### config.mk
export PLATFORM = sky130hd
export DESIGN_NAME = miller_mod_encoder
export DESIGN_NICKNAME = d
export VERILOG_FILES = /design/src/rtl/miller_pkg.sv /design/src/rtl/miller_symbol_gen.sv /design/src/rtl/miller_mod_encoder.sv
export SDC_FILE = /design/constraint.sdc
export NUM_CORES = 1
export LEC_CHECK = 0
export CAP_MARGIN = 20
export CORE_MARGIN = 8
export CORE_UTILIZATION = 25
export DETAILED_ROUTE_END_ITERATION = 6
export MAX_ROUTING_LAYER = met4
export PLACE_DENSITY = 0.46
export RECOVER_POWER = 50
export SLEW_MARGIN = 40
export SYNTH_ARGS = -nofsm -noshare
export SYNTH_HDL_FRONTEND = slang
export SYNTH_SLANG_ARGS = --single-unit
### constraint.sdc
create_clock -name in_clk -period 3.2 [get_ports in_clk]
set_input_delay 0.96 -clock in_clk [delete_from_list [all_inputs] [get_ports in_clk]]
set_output_delay 0.96 -clock in_clk [all_outputs]
set_load 0.1 [all_outputs]
### src/rtl/miller_pkg.sv
`timescale 1ns/1ps
`default_nettype none
// +--------------------------------------------------------------------+
// | miller_pkg                                                          |
// | Modified Miller symbol and state definitions for ISO 14443A 106k.   |
// | Shared by the transmit encoder and the receive-side detectors.      |
// | Revision: 1.0                                                       |
// +--------------------------------------------------------------------+
package miller_pkg;

    localparam int ETU_CLKS_106  = 32;
    localparam int PAUSE_LEN_106 = 8;

    typedef enum logic [1:0] {
        SYM_X = 2'd0,
        SYM_Y = 2'd1,
        SYM_Z = 2'd2
    } sym_e;

    typedef logic [2:0] state_t;

    localparam state_t ST_IDLE = 3'd0;
    localparam state_t ST_SOF  = 3'd1;
    localparam state_t ST_DATA = 3'd2;
    localparam state_t ST_PAR  = 3'd3;
    localparam state_t ST_EOF0 = 3'd4;
    localparam state_t ST_EOFY = 3'd5;

    // A 1 is always X; a 0 is Z after a 0 (or SoF) and Y after a 1.
    function automatic sym_e bit_to_sym(input logic b, input logic prev_bit);
        if (b) begin
            return SYM_X;
        end else if (prev_bit) begin
            return SYM_Y;
        end else begin
            return SYM_Z;
        end
    endfunction

endpackage
`default_nettype wire

### src/rtl/miller_symbol_gen.sv
`timescale 1ns/1ps
`default_nettype none
// +--------------------------------------------------------------------+
// | miller_symbol_gen                                                   |
// | Turns a symbol type and ETU clock index into the registered pause.  |
// | Revision: 1.0                                                       |
// +--------------------------------------------------------------------+
module miller_symbol_gen
    import miller_pkg::*;
#(
    parameter int ETU_CLKS  = ETU_CLKS_106,
    parameter int PAUSE_LEN = PAUSE_LEN_106,
    parameter int K_W       = $clog2(ETU_CLKS)
) (
    input  logic           clk,
    input  logic           rst,
    input  sym_e           i_sym,
    input  logic [K_W-1:0] i_k,
    output logic           o_pause
);

    localparam logic [K_W-1:0] c_z_end   = K_W'(PAUSE_LEN);
    localparam logic [K_W-1:0] c_x_start = K_W'(ETU_CLKS / 2);
    localparam logic [K_W-1:0] c_x_end   = K_W'(ETU_CLKS / 2 + PAUSE_LEN);

    logic w_in_z;
    logic w_in_x;
    logic r_pause;

    assign w_in_z = (i_sym == SYM_Z) && (i_k < c_z_end);
    assign w_in_x = (i_sym == SYM_X) && (i_k >= c_x_start) && (i_k < c_x_end);

    always_ff @(posedge clk) begin
        if (rst) begin
            r_pause <= 1'b0;
        end else begin
            r_pause <= w_in_z | w_in_x;
        end
    end

    assign o_pause = r_pause;

endmodule
`default_nettype wire

### src/rtl/miller_mod_encoder.sv
`timescale 1ns/1ps
`default_nettype none
// +--------------------------------------------------------------------+
// | miller_mod_encoder                                                  |
// | ISO 14443A 106 kb/s reader-to-card Modified Miller transmitter:     |
// | SoF, LSB-first data, optional odd parity, EoF on a pause line.      |
// | Revision: 1.0                                                       |
// +--------------------------------------------------------------------+
module miller_mod_encoder
    import miller_pkg::*;
#(
    parameter int ETU_CLKS  = ETU_CLKS_106,
    parameter int PAUSE_LEN = PAUSE_LEN_106,
    parameter bit PARITY_EN = 1'b1
) (
    input  logic       in_clk,
    input  logic       in_rst,
    input  logic [7:0] in_data,
    input  logic       in_valid,
    input  logic       in_last,
    input  logic [2:0] in_nbits,
    output logic       out_ready,
    output logic       out_pause,
    output logic       out_busy,
    output logic       out_done,
    output logic       out_underrun
);

    localparam int             c_k_w    = $clog2(ETU_CLKS);
    localparam logic [c_k_w-1:0] c_k_last = c_k_w'(ETU_CLKS - 1);

    state_t           r_state,   w_state_nxt;
    logic [c_k_w-1:0] r_k,       w_k_nxt;
    logic [2:0]       r_bit,     w_bit_nxt;
    logic [2:0]       r_end_bit, w_end_bit_nxt;
    logic [7:0]       r_shift,   w_shift_nxt;
    logic             r_last,    w_last_nxt;
    logic             r_par,     w_par_nxt;
    logic             r_prev,    w_prev_nxt;
    logic             r_under,   w_under_nxt;
    logic             r_done,    w_done_nxt;
    logic             r_underrun_p;

    logic             w_etu_end;
    logic             w_full;
    logic             w_last_bit;
    logic             w_boundary;
    logic             w_accept;
    sym_e             w_sym_nxt;

    assign w_etu_end  = (r_k == c_k_last);
    assign w_full     = (r_end_bit == 3'd7);
    assign w_last_bit = (r_bit == r_end_bit);

    // Final symbol of a byte: the parity ETU, or the last data bit when no parity follows.
    assign w_boundary = (r_state == ST_PAR) ||
                        ((r_state == ST_DATA) && w_last_bit && !(PARITY_EN && w_full));

    assign out_ready = (r_state == ST_IDLE) || (w_boundary && w_etu_end && !r_last);
    assign w_accept  = in_valid && out_ready;

    always_comb begin
        w_state_nxt   = r_state;
        w_k_nxt       = r_k;
        w_bit_nxt     = r_bit;
        w_end_bit_nxt = r_end_bit;
        w_shift_nxt   = r_shift;
        w_last_nxt    = r_last;
        w_par_nxt     = r_par;
        w_prev_nxt    = r_prev;
        w_under_nxt   = r_under;
        w_done_nxt    = 1'b0;

        if (r_state == ST_IDLE) begin
            w_k_nxt = '0;
            if (w_accept) begin
                w_state_nxt = ST_SOF;
                w_under_nxt = 1'b0;
            end
        end else begin
            w_k_nxt = w_etu_end ? '0 : r_k + c_k_w'(1);
            if (w_etu_end) begin
                case (r_state)
                    ST_SOF: begin
                        w_prev_nxt  = 1'b0;
                        w_state_nxt = ST_DATA;
                    end
                    ST_DATA: begin
                        w_prev_nxt = r_shift[0];
                        if (!w_last_bit) begin
                            w_shift_nxt = {1'b0, r_shift[7:1]};
                            w_bit_nxt   = r_bit + 3'd1;
                        end else if (PARITY_EN && w_full) begin
                            w_state_nxt = ST_PAR;
                        end else if (w_accept) begin
                            w_state_nxt = ST_DATA;
                        end else begin
                            w_state_nxt = ST_EOF0;
                            w_under_nxt = !r_last;
                        end
                    end
                    ST_PAR: begin
                        w_prev_nxt = r_par;
                        if (w_accept) begin
                            w_state_nxt = ST_DATA;
                        end else begin
                            w_state_nxt = ST_EOF0;
                            w_under_nxt = !r_last;
                        end
                    end
                    ST_EOF0: begin
                        w_state_nxt = ST_EOFY;
                    end
                    ST_EOFY: begin
                        w_state_nxt = ST_IDLE;
                        w_done_nxt  = 1'b1;
                    end
                    default: begin
                        w_state_nxt = ST_IDLE;
                    end
                endcase
            end
        end

        // A byte loads identically whether it opens a frame or chains at a boundary.
        if (w_accept) begin
            w_shift_nxt   = in_data;
            w_last_nxt    = in_last;
            w_end_bit_nxt = in_last ? (in_nbits - 3'd1) : 3'd7;
            w_par_nxt     = ~^in_data;
            w_bit_nxt     = '0;
        end
    end

    // The symbol generator registers pause from next-cycle values so it lines up with state.
    always_comb begin
        w_sym_nxt = SYM_Y;
        case (w_state_nxt)
            ST_SOF:  w_sym_nxt = SYM_Z;
            ST_DATA: w_sym_nxt = bit_to_sym(w_shift_nxt[0], w_prev_nxt);
            ST_PAR:  w_sym_nxt = bit_to_sym(w_par_nxt, w_prev_nxt);
            ST_EOF0: w_sym_nxt = bit_to_sym(1'b0, w_prev_nxt);
            default: w_sym_nxt = SYM_Y;
        endcase
    end

    always_ff @(posedge in_clk) begin
        if (in_rst) begin
            r_state      <= ST_IDLE;
            r_k          <= '0;
            r_bit        <= '0;
            r_end_bit    <= '0;
            r_shift      <= '0;
            r_last       <= 1'b0;
            r_par        <= 1'b0;
            r_prev       <= 1'b0;
            r_under      <= 1'b0;
            r_done       <= 1'b0;
            r_underrun_p <= 1'b0;
        end else begin
            r_state      <= w_state_nxt;
            r_k          <= w_k_nxt;
            r_bit        <= w_bit_nxt;
            r_end_bit    <= w_end_bit_nxt;
            r_shift      <= w_shift_nxt;
            r_last       <= w_last_nxt;
            r_par        <= w_par_nxt;
            r_prev       <= w_prev_nxt;
            r_under      <= w_under_nxt;
            r_done       <= w_done_nxt;
            r_underrun_p <= w_done_nxt & r_under;
        end
    end

    miller_symbol_gen #(
        .ETU_CLKS  (ETU_CLKS),
        .PAUSE_LEN (PAUSE_LEN),
        .K_W       (c_k_w)
    ) u_symbol_gen (
        .clk     (in_clk),
        .rst     (in_rst),
        .i_sym   (w_sym_nxt),
        .i_k     (w_k_nxt),
        .o_pause (out_pause)
    );

    assign out_busy     = (r_state != ST_IDLE);
    assign out_done     = r_done;
    assign out_underrun = r_underrun_p;

endmodule
`default_nettype wire

Yosys cells after proc, flatten, opt, wreduce, memory -nomap -nowiden --
Cells that the tools add are included.
Cells by class: mux-type cells 33, multiply operators 0, bitwise operators 4, reduce and logical (&&, ||, !) cells 24, equality and inequality tests 17, $add $sub $neg 3, divide/modulo/power cells 0, magnitude comparators 3, shift operators 0
Operators with widths (count):
- 8-bit two-way mux | 5
- 3-bit two-way mux | 7
- 3-bit by 2-bit equality test with 1-bit output, second input constant | 4
- 3-bit equality test, second input constant | 4
- 1-bit two-way mux | 12
- 3-bit one-hot mux with 4 select lines | 1
- 5-bit two-way mux | 2
- 1-bit logical AND | 8
- 2-bit one-hot mux with 4 select lines | 1
- 4-bit AND reduction | 2
- 8-bit XNOR reduction | 1
- 3-bit by 1-bit equality test with 1-bit output, second input constant | 2
- 2-bit two-way mux | 3
- 3-bit by 2-bit != test with 1-bit output, second input constant | 2
- 2-bit nonzero test | 3
- 3-bit nonzero test | 2
- 5-bit by 1-bit adder with 5-bit output, second input constant | 1
- 5-bit equality test, second input constant | 1
- 5-bit greater-or-equal comparator, second input constant | 1
- 5-bit by 4-bit less-than comparator with 1-bit output, second input constant | 1
- 5-bit less-than comparator, second input constant | 1
- 5-bit AND reduction | 1
- 3-bit by 1-bit adder with 3-bit output, second input constant | 1
- 3-bit equality test | 1
- other kinds (14) | 17
Word-level totals: output and inout bits 5, latch bits 0, register bits after elaboration 29, memory bits (read-only) 0, memories 0, input port bits 15, bits in writable memories 0, word-level logic and storage cells 97

Longest topological paths before layout --
Gate-level depths: netlist of the first run.
depth in word-level cells 20, depth in mapped cells 11, mapped depth without buffers 9

By module --
Synthesis of the first run repeated with hierarchy kept, for this count alone.
Second synthesis, totals: cell total of the unflattened synthesis 181, area, all modules 1615.3 um^2
Modules (own cells, without submodules):
- miller_mod_encoder | cells each 178, seq. area each 560.5 um^2, times used 1, area an instance 1574.0 um^2
- miller_symbol_gen | cells each 3, seq. area each 20.0 um^2, times used 1, area an instance 41.3 um^2

Worst setup path before layout of the first run --
Ideal clock, no wire load.
kind register to output, start reg r_k[0], end out out_ready, arrival time 1.974 ns, path buffers 1, required time 2.240 ns, stages on the path, launching flop included 8, path slack 0.266 ns, path through dfxtp_1 ha_1 and3_1 ha_1 buf_2 nand2b_1 o21ai_1 and3_1
On the way: cells in the longest elaborated chain, start to end 4
RTL lines:
- start, declared | line miller_mod_encoder.sv:33 | logic [c_k_w-1:0] r_k, w_k_nxt;
- start signal, assigned | line miller_mod_encoder.sv:162 | r_k <= w_k_nxt;
- 5-bit equality test | line miller_mod_encoder.sv:51 | assign w_etu_end = (r_k == c_k_last);
- 1-bit logical AND (2 in a row) | line miller_mod_encoder.sv:59 | assign out_ready = (r_state == ST_IDLE) || (w_boundary && w_etu_end && !r_last);
- 1-bit logical OR | line miller_mod_encoder.sv:59
- end, declared | line miller_mod_encoder.sv:22 | output logic out_ready,
Every way passes these cells.

Final worst setup path of the first run --
Same ends and word-level chain as after synthesis.

==> results of run 1 <==
## critical path: cells and delay by family (launching register included)
family | cells | cell delay, ps
AO/OA/AOI/OAI | 1 | 80
adder cells (fa/ha/maj) | 2 | 400
buffers and inverters | 1 | 170
flip-flops | 1 | 320
AND/OR/NAND/NOR | 3 | 540
## layout make-up
| cell class | count | share of cell area (%) |
|---|---|---|
| multi-input cells | 135 | 50.31 |
| flip-flops and latches | 29 | 28.89 |
| repair buffers | 23 | 9.838 |
| clock buffers | 7 | 4.795 |
| well taps | 77 | 4.795 |
| inverters | 6 | 1.121 |
| clock inverters | 1 | 0.2491 |
## power by group
part,total [µW],internal (µW),switching (µW)
combinational,192,82.1,110
sequential,399,381,17.6
clock,334,194,140
total,925,658,267
## cells by family (layout without fill, tap and decap cells)
group / after synthesis / in the layout / share of synthesized area (%)
buffers and inverters: 16 / 37 / 4.576
multiplexers: 11 / 11 / 6.902
adder cells (fa/ha/maj): 4 / 4 / 3.001
AND/OR/NAND/NOR: 71 / 71 / 23.18
XOR/XNOR: 15 / 15 / 9.228
flip-flops: 29 / 29 / 34.81
AO/OA/AOI/OAI: 34 / 34 / 18.31
## per-layer routing
layer,up-vias,routed length (µm)
li1,694,-
met1,627,1983
met2,27,1672
met3,5,125
met4,0,53
met5,-,0
## through the flow
stage	power, µW	worst slack [ps]
final	925.0	444.5
after floorplan	547.5	266.3
after global routing	973.1	220.9
after detailed placement	603.4	255.5
after global placement	604.0	261.8
after CTS	942.9	419.2
## path summary, 6_finish.rpt
check	endpoint	from	slack, ps
min	r_k[0]	r_k[0]	460
min reg2reg	r_k[0]	r_k[0]	460
max	out_ready	r_k[0]	440
max reg2reg	u_symbol_gen.o_pause	r_k[0]	470
## registers in the layout, summed over array words and instances, names as in the netlist
name                  cells
out_done                  1
out_underrun              1
r_bit                     3
r_end_bit                 3
r_k                       5
r_last                    1
r_par                     1
r_prev                    1
r_shift                   8
r_state                   3
r_under                   1
u_symbol_gen.o_pause      1
## synthesized netlist by cell type (all sizes together), types with 3 or more instances
library cell	instances	area, µm²
dfxtp	29	580.6
nor2	22	82.58
xnor2	12	127.6
mux2i	10	100.1
nand2	10	37.54
nand2b	7	46.30
nor3	7	61.31
a211oi	6	70.07
a21oi	6	33.78
buf	6	38.79
inv	6	22.52
a311oi	5	43.79
and3	5	36.28
nor2b	5	31.28
clkbuf	4	15.01
ha	4	50.05
nand3	4	20.02
nor4	4	25.02
o21ai	4	20.02
xor2	3	26.28
==> metrics.cfg, run 1 <==
[synth]
yosysWarningCount = 0
ys_ff_latch = 29
synth_area_um2 = 1668
ys.flop_type = dfxtp_1
synth_edf_count = 0
async_reset_ff_share_pct = 0
avgSynthCellArea_um2 = 9.266
netlist_instances = 180
synth.distinct_cells = 46
yosysSeqAreaShare_pct = 34.81
synth.net_count = 199

[cts]
clockBufferDepth = 2
clkSinkCount = 29
h-tree-depth = 2
post_cts_resized = 0
clkLatencyLatePin_ps = 280
cts_tree = yes
clk_pin_slew_ps = 60
cts_root_buf = clkbuf_8
hold_buffers = 0
numCtsBuffers = 5
post_cts_buffers = 0

[routing]
viasPerCell = 4.867
wl_um = 3834
drt_iter0_drc = 205
drtPass1Iterations = 4
routedWlPerCell_um = 13.79
drc_errors = 0
via_count = 1353
ant_nets = 0

[timing]
hold_slack_ps = 460.5
period_share_pct = 86.11
maxSlewHeadroom_pct = 22.31
rsz0062_at_grt = no
fmax_ghz = 0.3629
fin_setup_tns_ps = 0
drv_slew = 0
worstMarginPinSlew_ps = 1170
hold_viol_final = 0
skew_ps = 2.590
setup_violations = 0
period_needed_ps = 2756

[finish]
layout_commonest_cell = dfxtp_1
finalNonFillerCells = 278
postLayoutCellArea_um2 = 2009
register_area_um2 = 580.6
diodes = 0
drive_above_1_share_pct = 15.42
fill_cells = 683
final_cell_mix = dfxtp_1, nor2_1, clkdlybuf4s50_1
multiInputGateArea_um2 = 1011
area_growth_pct = 20.48
utilization_pct = 31.47
fin_nets = 219

[hold_path]
min_path_type = flop to flop
min_path_cells = 1

[grt]
grt_use_met3_pct = 2.063
grt_pass1_vias = 1363
antenna_found_initial = 0
met2_usage_pct = 12.73
grt_max_degree = 20
grtUsageMet1_pct = 11.14
gr-usage-all-layers_pct = 8.736
top_usage_layer = met2
grt_first_pass_wirelength_um = 6706
grt_overflow = 0

[floorplanning]
ioPinCount = 20
die_w_um = 97.68
rows = 29
fp.dieH_um = 97.68
core_area_um2 = 6386
die-area_um2 = 9541
start_util_pct = 26.12

[run]
drv_cap = 0

[pwr]
pwr_density_cell_nw_per_um2 = 460.3
ir_drop_mv = 0.1762
leakagePower_uw = 0.0007097

[worst_setup_path]
worst-r2r-cell-count = 10
cp_slowest_stage_delay_ps = 320
slowest_stage = dfxtp_1
cp_data_arrival_time_ps = 1800
cp.required_ps = 2240
crit_fanout = 3
path_class = flop to output port
endpoint_kind = output port
crit_path_start_kind = flop
path_cells = ha_1 -> and3_1 -> ha_1 -> nand2b_1 -> o21ai_1 -> and3_1 -> buf_12

[run_status]
run_status = complete, no violations

[place]
place_inst = 270
numPortBuffers = 19
dpl_cell_area_um2 = 1931
hpwl_um = 2848
gp_congestion = 0.8324

Power figures use the tool's default switching activity.
==> run 2: changes to the inputs <==
Settings changed: CORE_MARGIN 8 to 1.5.
==> run 2 against run 1 <==
  * Via count is 0.89% lower
  * Maximum frequency is 0.77% lower
  * Final cell count stayed put
  * Cell area stayed put
  * Clock power is essentially flat
  * Register-to-register slack worse by 20 ps
  * Global-route usage increased by 2.4 points
  * Non-clock buffer count unchanged
==> metrics.cfg, run 2 (synthesis results as in run 1) <==
[run_status]
run_status = complete, no violations

[floorplanning]
start_util_pct = 26.12  ; unchanged
ioPinCount = 20  ; unchanged
core_area_um2 = 6386  ; unchanged
rows = 29  ; unchanged
fp.dieH_um = 84.68  ; -13%
die_w_um = 84.68  ; -13%
die-area_um2 = 7171  ; -25%

[routing]
routedWlPerCell_um = 13.13  ; -4.8%
drt_iter0_drc = 85  ; -59%
via_count = 1341  ; -0.89%
ant_nets = 0  ; unchanged
drc_errors = 0  ; unchanged
wl_um = 3649  ; -4.8%
viasPerCell = 4.824  ; -0.89%
drtPass1Iterations = 4  ; unchanged

[cts]
cts_tree = yes
post_cts_resized = 0  ; unchanged
clockBufferDepth = 2  ; unchanged
clkLatencyLatePin_ps = 280  ; about the same
h-tree-depth = 2  ; unchanged
hold_buffers = 0  ; unchanged
clkSinkCount = 29  ; unchanged
cts_root_buf = clkbuf_8
clk_pin_slew_ps = 60  ; about the same
numCtsBuffers = 5  ; unchanged
post_cts_buffers = 0  ; unchanged

[worst_setup_path]
cp_num_buf_inv = 1  ; unchanged
path_cells = dlygate4sd3_1 -> mux2_4 -> a22o_1 -> a21oi_2 -> mux2i_1 -> mux2i_1 -> o221ai_1
path_class = input pin to flop
reg2reg_to = u_symbol_gen.o_pause
cp.required_ps = 3350  ; +1110 ps
crit_fanout = 6  ; +3
worst_path_most_repeated_cell = mux2i_1
cp_data_arrival_time_ps = 2930  ; +1130 ps
slowest_stage = dlygate4sd3_1
path_delay_family = multiplexers
crit_path_start_kind = input pin
reg2reg_from = r_k[0]
endpoint_kind = flop
cp_slowest_stage_delay_ps = 610  ; +290 ps
worst-r2r-cell-count = 10  ; unchanged
reg2reg_slack_ps = 450  ; -20 ps

[place]
numPortBuffers = 19  ; unchanged
gp_congestion = 0.8221  ; -1.2%
hpwl_um = 2668  ; -6.3%
place_ws_ps = 227.5  ; -28.00 ps

[finish]
fill_cells = 699  ; +2.3%
final_cell_mix = dfxtp_1, nor2_1, clkdlybuf4s50_1
drive_above_1_share_pct = 15.42  ; unchanged
regMostFlops = r_shift
largest_registers = r_shift x8, r_k x5
fin_nets = 219  ; unchanged
diodes = 0  ; unchanged
layout_commonest_cell = dfxtp_1
area_growth_pct = 20.48  ; unchanged
largest_reg_flops = 8  ; unchanged

[hold_path]
min-delay-start = r_k[0]
min_path_type = flop to flop
holdPathEnd = r_k[0]
min_path_cells = 1  ; unchanged

[timing]
skew_ps = 2.330  ; -0.2601 ps
setup_violations = 0  ; unchanged
fmax_ghz = 0.3601  ; -0.77%
drv_slew = 0  ; unchanged
finalWorstSetupSlack_ps = 423.0  ; -21.42 ps
period_share_pct = 86.78  ; +0.67 points
period_needed_ps = 2777  ; +21.42 ps
worstMarginPinSlew_ps = 1161  ; -9.189 ps
rsz0062_at_grt = no
maxSlewHeadroom_pct = 22.92  ; +0.61 points
hold_viol_final = 0  ; unchanged
fin_setup_tns_ps = 0  ; unchanged

[grt]
grt_overflow = 0  ; unchanged
grt_first_pass_wirelength_um = 6147  ; -8.3%
grt_pass1_vias = 1264  ; -7.3%
grt_max_degree = 20  ; unchanged
antenna_found_initial = 0  ; unchanged
gr-usage-all-layers_pct = 11.14  ; +2.4 points

[pwr]
pwr_density_cell_nw_per_um2 = 461.3  ; +0.22%
leakagePower_uw = 0.0007097  ; unchanged
ir_drop_mv = 0.1891  ; +7.3%

[run]
drv_cap = 0  ; unchanged

==> run 2: cell counts in the layout (fill, tap and decap cells not counted) <==
Identical to the previous run, type by type.
==> run 2: cell type report <==
type	instances	area, µm²	area share, %
Multi-Input combinational cell	135	1011	50.31
Sequential cell	29	580.6	28.89
Timing Repair Buffer	23	197.7	9.838
Clock buffer	7	96.34	4.795
Tap cell	77	96.34	4.795
Inverter	6	22.52	1.121
Clock inverter	1	5.005	0.2491
==> run 2: worst max path at each step <==
stage	endpoint	startpoint	cells after the start	slack [ps]
2_1_floorplan	out_ready	r_k[0]	7	270
3_3_place_gp	u_symbol_gen.o_pause	in_valid	7	270
3_5_place_dp	u_symbol_gen.o_pause	in_valid	7	230
4_1_cts	out_ready	r_k[0]	7	410
5_1_grt	u_symbol_gen.o_pause	r_k[0]	10	210
6_report	u_symbol_gen.o_pause	in_valid	7	420
==> run 2: worst reg2reg max path: stages, from the launching register on <==
cell and delay (ps):
dfxtp_1 350, ha_1 180, and3_1 170, ha_1 180
clkbuf_1 350, nor2b_1 370, nand3_1 110, o21ai_0 470
and3_1 250, o2111ai_1 120, o221ai_1 120
==> run 2: where the power goes <==
group	internal, µW	switching (µW)
clock network	194	143
logic	82.1	109
registers	381	17.4
==> run 2: per-stage QoR <==
stage	power, µW	utilization [%]	instance area, µm²	instances	hold WS [ps]
floorplan	547.5	-	1668	180	430.6
global placement	603.7	30.23	1931	270	451.9
detailed placement	602.9	30.23	1931	270	459.5
CTS	943.9	31.82	2032	278	468.6
global route	970.4	31.47	2009	278	492.0
finish	927.0	31.47	2009	278	462.9
==> run 2: metal layers <==
metal	up-vias	track usage, %	share of wire (%)
li1	693	-	-
met1	619	14.17	49
met2	23	16.81	46
met3	6	2.950	3.3
met4	0	4.399	1.9
met5	-	-	0
